`config.mk`:
```
export PLATFORM = sky130hd
export DESIGN_NAME = control_unit
export DESIGN_NICKNAME = d
export VERILOG_FILES = /design/src/rtl/tiny16_pkg.sv /design/src/rtl/instr_decoder.sv /design/src/rtl/control_unit.sv
export SDC_FILE = /design/constraint.sdc
export NUM_CORES = 1
export LEC_CHECK = 0
export ABC_AREA = 1
export CORE_MARGIN = 1
export CORE_UTILIZATION = 44
export DETAILED_ROUTE_END_ITERATION = 10
export PLACE_DENSITY = 0.82
export SYNTH_ARGS = -nofsm -noshare
export SYNTH_HDL_FRONTEND = slang
export SYNTH_SLANG_ARGS = --single-unit
```
`constraint.sdc`:
```
create_clock -name clk -period 1.4 [get_ports clk]
set_clock_uncertainty 0.15 [all_clocks]
set_input_delay 0.14 -clock clk [delete_from_list [all_inputs] [get_ports clk]]
set_output_delay 0.14 -clock clk [all_outputs]
set_load 0.01 [all_outputs]
```
`src/rtl/tiny16_pkg.sv`:
```
// Shared encodings for the tiny16 control path: instruction fields, opcodes, ALU ops,
// regfile input-mux codes, sequencer states and decoded operation classes.
package tiny16_pkg;

    localparam int unsigned OpMsb  = 15;
    localparam int unsigned OpLsb  = 12;
    localparam int unsigned DstMsb = 11;
    localparam int unsigned DstLsb = 9;
    localparam int unsigned SrcMsb = 8;
    localparam int unsigned SrcLsb = 6;
    localparam int unsigned ImmMsb = 7;

    localparam logic [3:0] OpNop   = 4'h0;
    localparam logic [3:0] OpMov   = 4'h1;
    localparam logic [3:0] OpAdd   = 4'h2;
    localparam logic [3:0] OpSub   = 4'h3;
    localparam logic [3:0] OpAnd   = 4'h4;
    localparam logic [3:0] OpOr    = 4'h5;
    localparam logic [3:0] OpXor   = 4'h6;
    localparam logic [3:0] OpLdi   = 4'h7;
    localparam logic [3:0] OpLd    = 4'h8;
    localparam logic [3:0] OpSt    = 4'h9;
    localparam logic [3:0] OpJmp   = 4'hA;
    localparam logic [3:0] OpJz    = 4'hB;
    localparam logic [3:0] OpIllLo = 4'hC;
    localparam logic [3:0] OpIllHi = 4'hE;
    localparam logic [3:0] OpHlt   = 4'hF;

    typedef enum logic [2:0] {
        AluPass = 3'd0, AluAdd = 3'd1, AluSub = 3'd2, AluAnd = 3'd3, AluOr = 3'd4, AluXor = 3'd5
    } alu_op_e;

    typedef enum logic [1:0] {InSelAlu = 2'd0, InSelMem = 2'd1, InSelImm = 2'd2} in_sel_e;

    typedef enum logic [2:0] {StFetch, StMemRd, StDecode, StExec, StMem, StHalt} state_e;

    typedef enum logic [2:0] {
        ClsNop, ClsAlu, ClsLdi, ClsLd, ClsSt, ClsJmp, ClsJz, ClsHlt
    } op_class_e;

    function automatic logic is_illegal(input logic [3:0] op);
        return (op >= OpIllLo) && (op <= OpIllHi);
    endfunction

endpackage

```
`src/rtl/instr_decoder.sv`:
```
// Combinational instruction decoder: splits ir into operand fields, zero-extended imm8,
// an operation class and ALU op. Illegal opcodes decode as NOP with o_illegal raised.
module instr_decoder
    import tiny16_pkg::*;
#(
    parameter int unsigned WIDTH = 16
) (
    input  logic [WIDTH-1:0] i_ir,
    output op_class_e        o_class,
    output logic [2:0]       o_dst,
    output logic [2:0]       o_src,
    output logic [WIDTH-1:0] o_imm,
    output alu_op_e          o_alu_op,
    output logic             o_illegal
);

    logic [3:0] w_op;

    assign w_op      = i_ir[OpMsb:OpLsb];
    assign o_dst     = i_ir[DstMsb:DstLsb];
    assign o_src     = i_ir[SrcMsb:SrcLsb];
    assign o_imm     = {{(WIDTH-8){1'b0}}, i_ir[ImmMsb:0]};
    assign o_illegal = is_illegal(w_op);

    always_comb begin
        o_class  = ClsNop;
        o_alu_op = AluPass;
        unique case (w_op)
            OpMov: o_class = ClsAlu;
            OpAdd: begin o_class = ClsAlu; o_alu_op = AluAdd; end
            OpSub: begin o_class = ClsAlu; o_alu_op = AluSub; end
            OpAnd: begin o_class = ClsAlu; o_alu_op = AluAnd; end
            OpOr:  begin o_class = ClsAlu; o_alu_op = AluOr;  end
            OpXor: begin o_class = ClsAlu; o_alu_op = AluXor; end
            OpLdi: o_class = ClsLdi;
            OpLd:  o_class = ClsLd;
            OpSt:  o_class = ClsSt;
            OpJmp: o_class = ClsJmp;
            OpJz:  o_class = ClsJz;
            OpHlt: o_class = ClsHlt;
            default: o_class = ClsNop;
        endcase
    end

endmodule

```
`src/rtl/control_unit.sv`:
```
// tiny16 multi-cycle fetch/decode/execute sequencer driving the regfile, ALU op and memory handshake.
// Define CTRL_TRAP_EN to halt on illegal opcodes and expose the sticky trap output.
module control_unit
    import tiny16_pkg::*;
#(
    parameter int unsigned WIDTH        = 16,
    parameter int unsigned MEM_WAIT_MAX = 15
) (
    input  logic             clk,
    input  logic             rst,
    input  logic [WIDTH-1:0] instr,
    input  logic             mem_ready,
    input  logic             zero_flag,
    output logic [2:0]       src_sel,
    output logic [2:0]       dst_sel,
    output logic             in_en,
    output logic             out_en,
    output logic             pc_inc,
    output logic [1:0]       in_sel,
    output logic [WIDTH-1:0] imm,
    output logic [2:0]       alu_op,
    output logic             mem_rd,
    output logic             mem_wr,
    output logic             halted,
`ifdef CTRL_TRAP_EN
    output logic             trap,
`endif
    output logic             bus_err
);

    localparam int unsigned WaitW = (MEM_WAIT_MAX > 1) ? $clog2(MEM_WAIT_MAX) : 1;
    localparam logic [WaitW-1:0] WaitLast = WaitW'((MEM_WAIT_MAX == 0) ? 0 : MEM_WAIT_MAX - 1);
`ifdef CTRL_TRAP_EN
    localparam bit TrapEn = 1'b1;
`else
    localparam bit TrapEn = 1'b0;
`endif

    state_e           r_state, w_state_next;
    logic [WIDTH-1:0] r_ir;
    logic [WaitW-1:0] r_wait_cnt, w_wait_cnt_next;
    logic             r_bus_err, w_bus_err_set;
    logic             r_rst_seen;
    logic             w_ir_load, w_hold;

    op_class_e        w_class;
    logic [2:0]       w_dst, w_src;
    logic [WIDTH-1:0] w_imm;
    alu_op_e          w_alu_op;
    logic             w_illegal;

    instr_decoder #(.WIDTH(WIDTH)) u_decoder (
        .i_ir      (r_ir),
        .o_class   (w_class),
        .o_dst     (w_dst),
        .o_src     (w_src),
        .o_imm     (w_imm),
        .o_alu_op  (w_alu_op),
        .o_illegal (w_illegal)
    );

    // r_rst_seen keeps outputs quiet and parks in FETCH for as long as rst is sampled high.
    always_ff @(posedge clk) begin
        if (rst) begin
            r_state    <= StFetch;
            r_ir       <= '0;
            r_wait_cnt <= '0;
            r_bus_err  <= 1'b0;
            r_rst_seen <= 1'b1;
        end else begin
            r_state    <= w_state_next;
            r_wait_cnt <= w_wait_cnt_next;
            r_rst_seen <= 1'b0;
            if (w_ir_load)     r_ir      <= instr;
            if (w_bus_err_set) r_bus_err <= 1'b1;
        end
    end

    always_comb begin
        w_state_next    = r_state;
        w_wait_cnt_next = '0;
        w_bus_err_set   = 1'b0;
        w_ir_load       = 1'b0;
        w_hold          = 1'b0;
        src_sel         = 3'd0;
        dst_sel         = 3'd0;
        in_en           = 1'b0;
        out_en          = 1'b0;
        pc_inc          = 1'b0;
        in_sel          = InSelAlu;
        alu_op          = AluPass;
        mem_rd          = 1'b0;
        mem_wr          = 1'b0;
        halted          = 1'b0;
        if (r_rst_seen) begin
            w_state_next = StFetch;
        end else begin
            unique case (r_state)
                StFetch: begin
                    out_en       = 1'b1;
                    w_state_next = StMemRd;
                end
                StMemRd: begin
                    out_en = 1'b1;
                    mem_rd = 1'b1;
                    if (mem_ready) begin
                        w_ir_load    = 1'b1;
                        pc_inc       = 1'b1;
                        w_state_next = StDecode;
                    end else begin
                        w_hold = 1'b1;
                    end
                end
                StDecode: begin
                    src_sel      = w_src;
                    dst_sel      = w_dst;
                    w_state_next = StExec;
                end
                StExec: begin
                    src_sel      = w_src;
                    dst_sel      = w_dst;
                    alu_op       = w_alu_op;
                    w_state_next = StFetch;
                    unique case (w_class)
                        ClsAlu: in_en = 1'b1;
                        ClsLdi: begin in_en = 1'b1; in_sel = InSelImm; end
                        ClsJmp: begin dst_sel = 3'd0; alu_op = AluPass; in_en = 1'b1; end
                        ClsJz:  begin dst_sel = 3'd0; alu_op = AluPass; in_en = zero_flag; end
                        ClsLd, ClsSt: begin out_en = 1'b1; w_state_next = StMem; end
                        ClsHlt: w_state_next = StHalt;
                        ClsNop: if (TrapEn && w_illegal) w_state_next = StHalt;
                        default: w_state_next = StFetch;
                    endcase
                end
                StMem: begin
                    src_sel = w_src;
                    dst_sel = w_dst;
                    if (w_class == ClsSt) mem_wr = 1'b1;
                    else                  mem_rd = 1'b1;
                    if (mem_ready) begin
                        if (w_class != ClsSt) begin
                            in_en  = 1'b1;
                            in_sel = InSelMem;
                        end
                        w_state_next = StFetch;
                    end else begin
                        w_hold = 1'b1;
                    end
                end
                StHalt: halted = 1'b1;
                default: w_state_next = StFetch;
            endcase
            if (w_hold) begin
                if ((MEM_WAIT_MAX != 0) && (r_wait_cnt == WaitLast)) begin
                    w_state_next  = StHalt;
                    w_bus_err_set = 1'b1;
                end else begin
                    w_wait_cnt_next = r_wait_cnt + 1'b1;
                end
            end
        end
    end

    assign imm     = w_imm;
    assign bus_err = r_bus_err;

`ifdef CTRL_TRAP_EN
    logic r_trap;
    always_ff @(posedge clk) begin
        if (rst)                                  r_trap <= 1'b0;
        else if ((r_state == StExec) && w_illegal) r_trap <= 1'b1;
    end
    assign trap = r_trap;
`endif

endmodule

```
---- After elaboration in Yosys (flattened, before gate mapping) ----
Index checks and enable logic that the tools add are counted.
word-level totals
  register bits ........................... 25
  input port bits ......................... 20
  output and inout bits ................... 34
cells by class
  $add $sub $neg .......................... 1
  equality and inequality tests ........... 26
  muxes and demuxes ....................... 47
  bitwise gates (word level) .............. 1
  reductions and logical operators ........ 11
operators with widths
  kind                                                  count
  two-way mux 3 bit                                     11
  equality test 4 bit (second input constant)           6
  two-way mux 1 bit                                     24
  case mux 3 bit (7 select lines)                       1
  equality test 3 bit (second input constant)           6
  case mux 3 bit (6 select lines)                       1
  equality test 4 x 3 -> 1 bit (second input constant)  4
  case mux 3 bit (5 select lines)                       1
  equality test 3 x 2 -> 1 bit (second input constant)  4
  case mux 3 bit (2 select lines)                       2
  OR reduction 2 bit                                    6
  equality test 4 x 2 -> 1 bit (second input constant)  2
  case mux 1 bit (2 select lines)                       4
  equality test 3 x 1 -> 1 bit (second input constant)  2
  OR reduction 3 bit                                    2
  OR reduction 6 bit                                    1
  adder 4 x 1 -> 4 bit (second input constant)          1
  equality test 4 x 1 -> 1 bit (second input constant)  1
  two-way mux 2 bit                                     2
  case mux 2 bit (2 select lines)                       1
  OR reduction 4 bit                                    1
  logical NOT 3 bit                                     1
  inequality test 3 bit (second input constant)         1
  inverter 1 bit                                        1

---- Logic depth before layout (Yosys ltp) ----
Gate-level depths: netlist (run 1).
  word-level depth ........................ 9
  gate-level depth with buffers ........... 8
  gate-level depth less buffers ........... 7

---- Cells and area by module ----
A second synthesis (run 1) with hierarchy kept.
second synthesis, totals
  cell total of the unflattened synthesis .. 220
  area, all modules ....................... 1539.0 um^2
modules (own cells, without submodules)
  module         times used  cells an instance  area an instance (um^2)  sequential area each (um^2)
  control_unit   1           173                1255.0                   500.5
  instr_decoder  1           47                 284.0                    0.0

---- Worst setup path before layout (run 1) ----
Ideal clock, no wire load.
  kind .................................... register to output
  start point ............................. register r_state[0]
  end point ............................... output port alu_op[2]
  arrival ................................. 1106 ps
  required time ........................... 1110 ps
  path slack .............................. 4 ps
  stages on the path, launching flop included .. 8
  path through ............................ dfxtp_1 -> buf_4 -> nand2_1 -> nor2_2 -> inv_2 -> nor2_4 -> inv_2 -> nor3_1
between the ends
  longest elaborated chain between the ends .. 3
RTL lines
  item                          RTL line            RTL
  from (decl)                   control_unit.sv:39  state_e r_state, w_state_next;
  from (signal assigned)        control_unit.sv:65  r_state <= StFetch;
  from (signal assigned)        control_unit.sv:71  r_state <= w_state_next;
  equality test 3 x 2 -> 1 bit  control_unit.sv:98  unique case (r_state)
  two-way mux 3 bit             control_unit.sv:98
  two-way mux 3 bit             control_unit.sv:95  if (r_rst_seen) begin
  to (decl)                     control_unit.sv:21  output logic [2:0] alu_op,
Every way passes these cells.

---- Worst setup path in the final report (run 1) ----
  start point ............................. register r_state[2]
  end point ............................... output port alu_op[1]
The elaborated chain is that of the path after synthesis.

==> results.ini, run 1 <==
[cts]
cts_root_buf=clkbuf_4
htreeDepth=1
insertion_delay_ns=0.33
cts_buffer_depth=2
cts_sinks=25
ctsHoldBuffers=0
numCtsBuffers=3
cts_tree=built
cts.reportedPaths.clkPinSlew_ns=0.15

[yosys]
synth_mux_area_share_pct=0
synth_common_cells=nand2_1, nor2_1, inv_1, dfxtp_1, buf_4
syn-instance-count=236
ys_warn_count=0
synth_top_flop_cell=dfxtp_1
netlist_area_mm2=0.00148
seq_area_frac_synth_pct=33.8
synthDistinctLibCells=22
synth_area_per_cell_um2=6.27
yosysMostFrequentCell=nand2_1
yosys.area.top_type=dfxtp_1
synth_top_family_by_area=simple AND/OR/NAND/NOR gates
yosys.area_share.simple_pct=39.6
yosysTopAreaCellShare_pct=33.8
synthArstFlopShare_pct=0
ys_ff_latch=25
synth_compound_area_share_pct=3.04
synth.area.top_cells=dfxtp_1, nand2_1, nor2_1
synthXorXnorAreaFrac_pct=1.18
synthAdderAreaFrac_pct=1.69
synth-edff-count=0

[layout]
antenna_cells=0
drive_above_1_share_pct=39.7
fill_cells=210
finish.utilization_pct=76.7
final_cells=354
layout.nets=333
synthToLayoutAreaGrowth_pct=62.0

[status]
violations=setup timing
status=finished with violations

[critical_path]
crit_type=reg -> out
critical_path.max_fanout=4
cp_data_arrival_time_ns=1.51
critPathCaptureType=output pin
rrSetupSlack_ns=-0.10
crit_required_ns=1.11
reg2regPathDepth=8
crit_path_start_kind=register

[route]
routed_wirelength_um=4750
vias=1708
route.antenna.remaining_nets=0
wl_per_cell_um=13.4
dr.pass1.iters=4
vias_per_cell=4.82
drtIter0Drc=89
drc=0

[floorplanning]
io_pins=54
die_w_um=60
placementRows=20
core_area_mm2=0.00313
die_area_mm2=0.00360
initial_utilization_pct=47.3
die_h_um=60

[placed_design]
routabilityCongestion=0.868
dpl.cell_count=337
io_buffers=45
dpl.hpwl_um=2550

[timing]
finalWorstSetupSlack_ns=-0.396
finalCritPeriodShare_pct=128
report.final.setup_viol=37
max_freq_mhz=557
rsz0062_at_grt=yes
hold_viol_final=0
finalMaxSlewViolations=0
layout_min_cycle_time_ns=1.80

[global_route]
antenna_found_initial=0
grt_util_all_layers_pct=24.6
grt_pass1_wl_um=6650
grtUsageMet3_pct=2.81
grt_pass1_vias=1546
grt_overflow_total=0
gr-usage-met2_pct=43.3
grtUsageMet1_pct=28.3
grt.busiest_layer=met2
grt_max_degree=33

[worst_hold_path]
hp-class=in -> reg
holdPathStages=1

[pwr]
power_leakage_uw=0.00129
ir_drop_mv=0.537
power_density_mw_per_mm2=565

[run]
cap_violations=0

==> per-stage QoR <==
step                setup TNS [ns]  hold WS (ns)  setup slack, ns  cell area (µm²)  total power, µW
global route                 -8.42         0.164           -0.457             2400             1420
detailed placement           -9.01         0.292           -0.424             2060              988
floorplan                        0        0.0177          0.00428             1510              889
finish                       -5.98         0.177           -0.396             2400             1360
CTS                          -4.37         0.184           -0.333             2220             1320
global placement             -8.71         0.290           -0.419             2060              984
==> layout make-up <==
class                   instances  area (µm²)  area share [%]
clock buffers                   3        22.5           0.939
multi-input cells             161         902            37.6
well taps                      44        55.1            2.30
flip-flops and latches         25         524            21.9
clock inverters                 1        7.51           0.313
repair buffers                 85         743            31.0
inverters                      35         144            6.00
==> flip-flops by register name, summed over array words and instances, names as in the netlist <==
name / cells
r_rst_seen: 1
r_wait_cnt: 4
r_state: 3
bus_err: 1
r_ir: 16
==> what timing repair did <==
item	CTS	global route
pin swaps	16	12
setup buffers	8	6
gates resized for setup	128	41
cloned	0	0
setup endpoints to repair	42	40
==> placed cells by master, fill, tap and decap left out, types with 2 or more instances in the layout <==
| cell type | instances |
|---|---|
| inv_1 | 22 |
| nand2_4 | 4 |
| nand2_1 | 55 |
| dfxtp_1 | 16 |
| buf_12 | 3 |
| nand2_2 | 8 |
| ha_1 | 2 |
| dfxtp_4 | 5 |
| a21oi_1 | 2 |
| nand3_2 | 7 |
| buf_4 | 30 |
| nor2_2 | 5 |
| inv_2 | 7 |
| nor3_2 | 5 |
| inv_4 | 5 |
| o21ai_0 | 3 |
| buf_6 | 11 |
| nor2_4 | 7 |
| clkdlybuf4s50_1 | 19 |
| nand3_1 | 5 |
| buf_2 | 13 |
| clkbuf_4 | 3 |
| o21ai_1 | 2 |
| nand3_4 | 2 |
| dlygate4sd2_1 | 9 |
| conb_1 | 8 |
| nor2_1 | 40 |
| dfxtp_2 | 4 |
==> critical path: stages, from the launching register on <==
cell     delay [ns]
dfxtp_4        0.41
buf_12         0.13
nor2_4         0.16
buf_4          0.14
buf_4          0.10
o21ai_1        0.05
nor2_1         0.07
buf_2          0.13
==> cells by family (layout without fill, tap and decap cells) <==
kind of cell / after synthesis / in the layout
compound gates: 9 / 9
xor+xnor: 2 / 2
fa+ha+maj: 2 / 2
buf+inv: 57 / 124
flops: 25 / 25
other cells: 1 / 8
simple gates: 140 / 140
==> layer usage <==
layer  routed length (µm)  up-vias  share of wire [%]
li1                     -      832                  -
met2                 2480       84                 52
met4                  208        0                4.4
met5                    0        -                  0
met1                 1840      772                 39
met3                  221       20                4.6
==> report_power, final <==
part | switching [µW] | internal [µW]
combinational | 141 | 136
clock | 224 | 110
sequential | 20.4 | 726
total | 385 | 972
==> worst paths after layout <==
| check | startpoint | to |
|---|---|---|
| setup / recovery | r_state[2] | alu_op[1] |
| hold / removal | rst | r_rst_seen |
| setup reg to reg | r_state[2] | r_ir[12] |
| hold reg to reg | r_wait_cnt[0] | r_wait_cnt[0] |
(Power assumes the default switching activity.)
==> run 2, diff against run 1 <==
==> constraint.sdc (replaced) <==
create_clock -name clk -period 1.4 [get_ports clk]
set_clock_uncertainty 0.15 [all_clocks]
set_input_delay 0.14 -clock clk [delete_from_list [all_inputs] [get_ports clk]]
set_output_delay 0.14 -clock clk [all_outputs]
set_load 0.1 [all_outputs]
==> run 2 against run 1 <==
The run now fails in global routing (5_1_grt). Synthesized area stayed put. Synthesized cell count did not move.
==> results.ini, run 2 <==
[status]
status=did not finish
lastStage=global routing (5_1_grt)
tool.error=[ERROR DPL-0033] detailed placement checks failed during check placement.

[global_route]
grt_max_degree=14
antenna_found_initial=0

[timing]
grt_repair_worst_endpoint=in_sel[1]
endpoint_type=primary output

[yosys]
syn-instance-count=236  ; unchanged
synth-edff-count=0  ; unchanged
yosysMostFrequentCell=nand2_1
ys_ff_latch=25  ; unchanged
seq_area_frac_synth_pct=33.8  ; unchanged
synth_top_flop_cell=dfxtp_1
yosysTopAreaCellShare_pct=33.8  ; unchanged
synth_area_per_cell_um2=6.27  ; unchanged
synth.area.top_cells=dfxtp_1, nand2_1, nor2_1
synthArstFlopShare_pct=0  ; unchanged
yosys.area.top_type=dfxtp_1
netlist_area_mm2=0.00148  ; unchanged
synthDistinctLibCells=22  ; unchanged
ys_warn_count=0  ; unchanged
synth_common_cells=nand2_1, nor2_1, inv_1, dfxtp_1, buf_4

[cts]
cts_sinks=25  ; unchanged
cts_root_buf=clkbuf_4
cts_buffer_depth=2  ; unchanged
numCtsBuffers=3  ; unchanged
htreeDepth=1  ; unchanged

[placed_design]
dp_slack_ns=-0.276  ; +0.148 ns
io_buffers=45  ; unchanged
dpl.cell_count=344  ; +2.1%
routabilityCongestion=0.841  ; -3.1%
place_area_mm2=0.00252  ; +23%
dpl.hpwl_um=3210  ; +26%

[floorplanning]
die_w_um=60  ; unchanged
initial_utilization_pct=47.3  ; unchanged
io_pins=54  ; unchanged
die_h_um=60  ; unchanged
placementRows=20  ; unchanged

==> run 2: cell counts after synthesis <==
Identical to the previous run, type by type.
==> run 2: timing repair <==
action	in CTS
hold buffers	0
buffers inserted	8
gates cloned	4
pin swaps	22
setup endpoints to repair	39
resized for setup	56
==> run 2: cells by family after synthesis <==
group	after synthesis	synth area share, %
AO/OA/AOI/OAI	9	3.04
adder cells (fa/ha/maj)	2	1.69
buffers and inverters	57	20.4
XOR/XNOR	2	1.18
AND/OR/NAND/NOR	140	39.6
other	1	0.253
flip-flops	25	33.8
==> run 2: stage by stage <==
stage,hold WS [ns],TNS (ns)
detailed placement,0.302,-5.31
floorplan,0.0177,-4.82
global placement,0.295,-4.28
CTS,0.187,-13.51
==> run 3, diff against run 2 <==
--- a/config.mk
+++ b/config.mk
@@ -7,9 +7,9 @@
 export LEC_CHECK = 0
 export ABC_AREA = 1
 export CORE_MARGIN = 1
-export CORE_UTILIZATION = 44
+export CORE_UTILIZATION = 40
 export DETAILED_ROUTE_END_ITERATION = 10
-export PLACE_DENSITY = 0.82
+export PLACE_DENSITY_LB_ADDON = 0.15
 export SYNTH_ARGS = -nofsm -noshare
 export SYNTH_HDL_FRONTEND = slang
 export SYNTH_SLANG_ARGS = --single-unit
==> run 3 against run 2 <==
The flow now finishes, with violations (setup timing).
==> results.ini, run 3 (synthesized netlist as in run 1, its figures left out) <==
[layout]
fill_cells=171
multiInputGateArea_mm2=0.00102
mostFrequentLayoutCell=nand2_1
synthToLayoutAreaGrowth_pct=97.5
drive_above_1_share_pct=47.8
layout.nets=335
finish.utilization_pct=85.0
design_area_mm2=0.00292
seqCellArea_um2=513
final_cell_mix=nand2_1, buf_12, buf_4
largest_register_ffs=16
reg_top3=r_ir x16, r_wait_cnt x4, r_state x3
antenna_cells=0
regMostFlops=r_ir

[critical_path]
cp_data_arrival_time_ns=1.52
critical_path.max_fanout=4
cpPeakStageDelay_ns=0.33
critical_path.slowest_cell=dfxtp_2
critPathCaptureType=output pin
worst-path-buf-inv=4
crit_type=reg -> out
crit_required_ns=1.11
crit_family=buffers and inverters
rrSetupSlack_ns=-0.33
worstPathCellList=buf_6, buf_4, nor2_4, nand4_1, clkinvlp_4, buf_12
crit_path_start_kind=register

[timing]
hold_viol_final=0
finalWorstSetupSlack_ns=-0.414
rsz0062_at_grt=yes
finalCritPeriodShare_pct=130
holdWs_ns=0.243
layout_min_cycle_time_ns=1.81
max_freq_mhz=551
finalMaxSlewViolations=0
report.final.setup_viol=40

[global_route]
grt_overflow_total=0
grt_max_degree=18
grt_pass1_vias=1576
grt_pass1_wl_um=7140
grt_util_all_layers_pct=22.5
antenna_found_initial=0

[cts]
insertion_delay_ns=0.28
numCtsBuffers=3  ; unchanged
cts_root_buf=clkbuf_8
cts_sinks=25  ; unchanged
cts.reportedPaths.clkPinSlew_ns=0.08
cts_tree=built
cts_buffer_depth=2  ; unchanged
htreeDepth=1  ; unchanged

[route]
vias=1743
wl_met1_um=2020
dr.pass1.iters=4
wl_per_cell_um=14.6
vias_per_cell=4.87
drc=0
dr_wl_met3_um=278
drtIter0Drc=81
met2_wirelength_um=2750
top_layer_used=met4
routed_wirelength_um=5240
route.antenna.remaining_nets=0

[floorplanning]
initial_utilization_pct=43.0  ; -4.3 points
io_pins=54  ; unchanged
die_h_um=62.8  ; +4.7%
placementRows=21  ; +5.0%
die_w_um=62.8  ; +4.7%
die_area_mm2=0.00395
core_area_mm2=0.00344

[run]
cap_violations=0

[worst_hold_path]
hp-class=in -> reg

[placed_design]
io_buffers=45  ; unchanged
routabilityCongestion=0.958  ; +14%
place_area_mm2=0.00246  ; -2.2%
dpl.hpwl_um=2850  ; -11%

[pwr]
ir_drop_mv=0.718
total_power_uw=1700
power_leakage_uw=0.00137
power_density_mw_per_mm2=581

[status]
violations=setup timing
status=finished with violations

==> run 3: final timing paths <==
check | start | endpoint | cells past startpoint
setup reg to reg | r_state[1] | r_ir[13] | 9
hold / removal | rst | r_rst_seen | 1
setup / recovery | r_state[0] | in_sel[0] | 6
hold reg to reg | r_wait_cnt[0] | r_wait_cnt[0] | 1
==> run 3: metal layers <==
layer  vias up  track usage [%]
met5         -                0
met2        79             41.8
li1        838                -
met1       805             26.3
met4         0             7.56
met3        21             2.74
==> run 3: what timing repair did <==
item / 4_1_cts / 5_1_grt
hold buffers: 0 / 0
setup endpoints to repair: 40 / 40
gates cloned: 0 / 2
resized for setup: 30 / 47
setup buffers: 8 / 8
pin swaps: 11 / 15
==> run 3: through the flow <==
stage | std cells | TNS (ns) | setup WS (ns)
after detailed placement | 340 | -4.70 | -0.290
after global routing | 358 | -12.39 | -0.493
after global placement | 340 | -4.38 | -0.255
after CTS | 352 | -5.72 | -0.382
after floorplan | 243 | -4.82 | -0.501
final | 358 | -9.47 | -0.414
==> run 3: layout make-up <==
type	count	area share [%]
flip-flops and latches	25	17.5
well taps	46	1.97
inverters	35	5.39
repair buffers	87	38.6
multi-input cells	161	35.0
clock buffers	3	1.41
clock inverters	1	0.171
==> run 3: where the power goes <==
group	internal (µW)	leakage [µW]	switching [µW]
Sequential	730	0.000207	25.7
Clock	200	0.0000255	244
Combinational	178	0.00114	323
Total	1110	0.00137	593
==> run 4, diff against run 3 <==
--- a/config.mk
+++ b/config.mk
@@ -5,7 +5,6 @@
 export SDC_FILE = /design/constraint.sdc
 export NUM_CORES = 1
 export LEC_CHECK = 0
-export ABC_AREA = 1
 export CORE_MARGIN = 1
 export CORE_UTILIZATION = 40
 export DETAILED_ROUTE_END_ITERATION = 10
==> run 4 against run 3 <==
The run still ends with setup timing left. Global-route usage is 5.6 points higher. Sequential power fell by 3%. Synthesized area grew 1.9%. Worst hold slack better by 0.037 ns. Combinational power rose by 13%. Worst setup slack worse by 0.18 ns. Non-clock buffer count rose by 12. Largest power group unchanged.
==> results.ini, run 4 <==
[layout]
fill_cells=92  ; -46%
mostFrequentLayoutCell=buf_12
antenna_cells=0  ; unchanged
reg_top3=r_ir x16, r_wait_cnt x4, r_state x3
regMostFlops=r_ir
final_cells=305  ; -15%
design_area_mm2=0.00326  ; +12%
seqCellArea_um2=528  ; +2.9%
drive_above_1_share_pct=66.8  ; +19 points
layout.nets=282  ; -16%
synthToLayoutAreaGrowth_pct=116
multiInputGateArea_mm2=0.00134  ; +31%
final_cell_mix=buf_12, buf_4, clkdlybuf4s50_1
largest_register_ffs=16  ; unchanged

[floorplanning]
die_h_um=63.4  ; +0.94%
die_w_um=63.4  ; +0.94%
io_pins=54  ; unchanged
die_area_mm2=0.00402  ; +1.9%
placementRows=21  ; unchanged
initial_utilization_pct=43.5  ; +0.50 points
core_area_mm2=0.00347  ; +0.76%

[pwr]
power_leakage_uw=0.00116  ; -15%
ir_drop_mv=0.679  ; -5.4%
total_power_uw=1760  ; +3.5%
power_density_mw_per_mm2=539  ; -7.3%

[route]
dr.pass1.iters=4  ; unchanged
vias=1759  ; +0.92%
drtIter0Drc=107  ; +32%
vias_per_cell=5.77  ; +18%
drc=0  ; unchanged
route.antenna.remaining_nets=0  ; unchanged
routed_wirelength_um=7110  ; +36%
wl_per_cell_um=23.3  ; +59%

[worst_hold_path]
hp-class=in -> reg
min_from=instr[11]

[global_route]
grt_overflow_total=0  ; unchanged
grt_max_degree=22  ; +4
grt_pass1_vias=1674  ; +6.2%
antenna_found_initial=0  ; unchanged
grt_pass1_wl_um=8760  ; +23%
grt_util_all_layers_pct=28.1  ; +5.6 points

[placed_design]
dpl.cell_count=281  ; -17%
place_area_mm2=0.00257  ; +4.4%
io_buffers=45  ; unchanged
dpl.hpwl_um=3100  ; +9.0%
routabilityCongestion=0.831  ; -13%

[timing]
setup-tns-final_ns=-14.73  ; -5.25 ns
max_freq_mhz=501  ; -9.1%
layout_min_cycle_time_ns=2.00  ; +0.181 ns
finalMaxSlewViolations=0  ; unchanged
finalCritPeriodShare_pct=143  ; +13 points
rsz0062_at_grt=yes
report.final.setup_viol=41  ; +2.5%
finalWorstSetupSlack_ns=-0.595  ; -0.181 ns
hold_viol_final=0  ; unchanged

[yosys]
synth-edff-count=0  ; unchanged
ys_warn_count=0  ; unchanged
yosysTopAreaCellShare_pct=33.2  ; -0.64 points
synthDistinctLibCells=40  ; +82%
ys_ff_latch=25  ; unchanged
yosys.area.top_type=dfxtp_1
synthArstFlopShare_pct=0  ; unchanged
synth_top_flop_cell=dfxtp_1
syn-instance-count=181  ; -23%
synth_common_cells=dfxtp_1, a21oi_1, nand3_1, buf_4, o21ai_0
synth_area_per_cell_um2=8.34  ; +33%
synth.area.top_cells=dfxtp_1, buf_4, a21oi_1
seq_area_frac_synth_pct=33.2  ; -0.64 points
netlist_area_mm2=0.00151  ; +1.9%
yosysMostFrequentCell=dfxtp_1

[status]
status=finished with violations
violations=setup timing

[critical_path]
crit_path_start_kind=register
critPathCaptureType=output pin
crit_required_ns=1.11  ; about the same
cp-startpoint=r_state[0]
crit_type=reg -> out
cp_data_arrival_time_ns=1.71  ; +0.19 ns
critical_path.max_fanout=5  ; +1
timing.rr.start=r_rst_seen

[cts]
cts_sinks=25  ; unchanged
ctsHoldBuffers=0  ; unchanged
cts_root_buf=clkbuf_8
htreeDepth=1  ; unchanged
numCtsBuffers=3  ; unchanged
cts_tree=built
cts_buffer_depth=2  ; unchanged
cts.reportedPaths.clkPinSlew_ns=0.09  ; about the same
insertion_delay_ns=0.29  ; about the same

[run]
cap_violations=0  ; unchanged

==> run 4: worst max-delay path: stages (launching register included) <==
cell	delay, ns
dfxtp_2	0.40
nand2_2	0.11
or4_4	0.52
nor3_4	0.19
buf_12	0.20
==> run 4: what timing repair did <==
| action | in CTS | in global routing |
|---|---|---|
| setup buffers | 12 | 9 |
| endpoints found under the setup margin | 40 | 41 |
| gates resized for setup | 64 | 52 |
| cloned | 1 | 1 |
| pin swaps | 23 | 36 |
==> run 4: final timing paths <==
path,to,cells after the start,slack [ns]
hold / removal,r_ir[11],3,0.28
hold reg to reg,r_ir[9],2,0.34
setup reg to reg,r_ir[10],6,-0.39
setup / recovery,alu_op[0],4,-0.60
==> run 4: kinds of logic (layout without fill, tap and decap cells) <==
kind of cell / Yosys count / count (layout) / synth area share, %
simple gates: 63 / 63 / 24.9
compound gates: 50 / 50 / 21.3
buf+inv: 35 / 106 / 15.8
flops: 25 / 25 / 33.2
xor+xnor: 4 / 4 / 2.32
fa+ha+maj: 2 / 2 / 1.66
other cells: 1 / 8 / 0.249
mux: 1 / 1 / 0.663
==> run 4: cell type report <==
class                           instances  area share [%]
Timing Repair Buffer                   99            39.4
Inverter                                3           0.345
Multi-Input combinational cell        128            40.9
Clock buffer                            3            1.26
Clock inverter                          1           0.192
Tap cell                               46            1.76
Sequential cell                        25            16.2
==> run 4: where the power goes <==
part	internal [µW]	switching (µW)	total, µW
Sequential	715	22.4	737
Clock	204	250	455
Combinational	213	355	568
==> run 4: metrics by stage <==
step	worst slack [ns]	util (%)	hold slack [ns]
4_1_cts	-0.545	84.9	0.258
2_1_floorplan	-0.647	-	0.0177
3_3_place_gp	-0.426	74.2	0.295
5_1_grt	-0.637	94.1	0.278
3_5_place_dp	-0.440	74.2	0.307
6_report	-0.595	94.1	0.280
==> run 4: per-layer routing <==
layer	vias up	wire, µm	share of wire (%)	track usage [%]
met5	-	0	0	0
met4	0	197	2.8	8.24
met3	22	409	5.8	6.88
met2	84	3680	52	47.7
met1	879	2820	40	34.6
li1	774	-	-	-
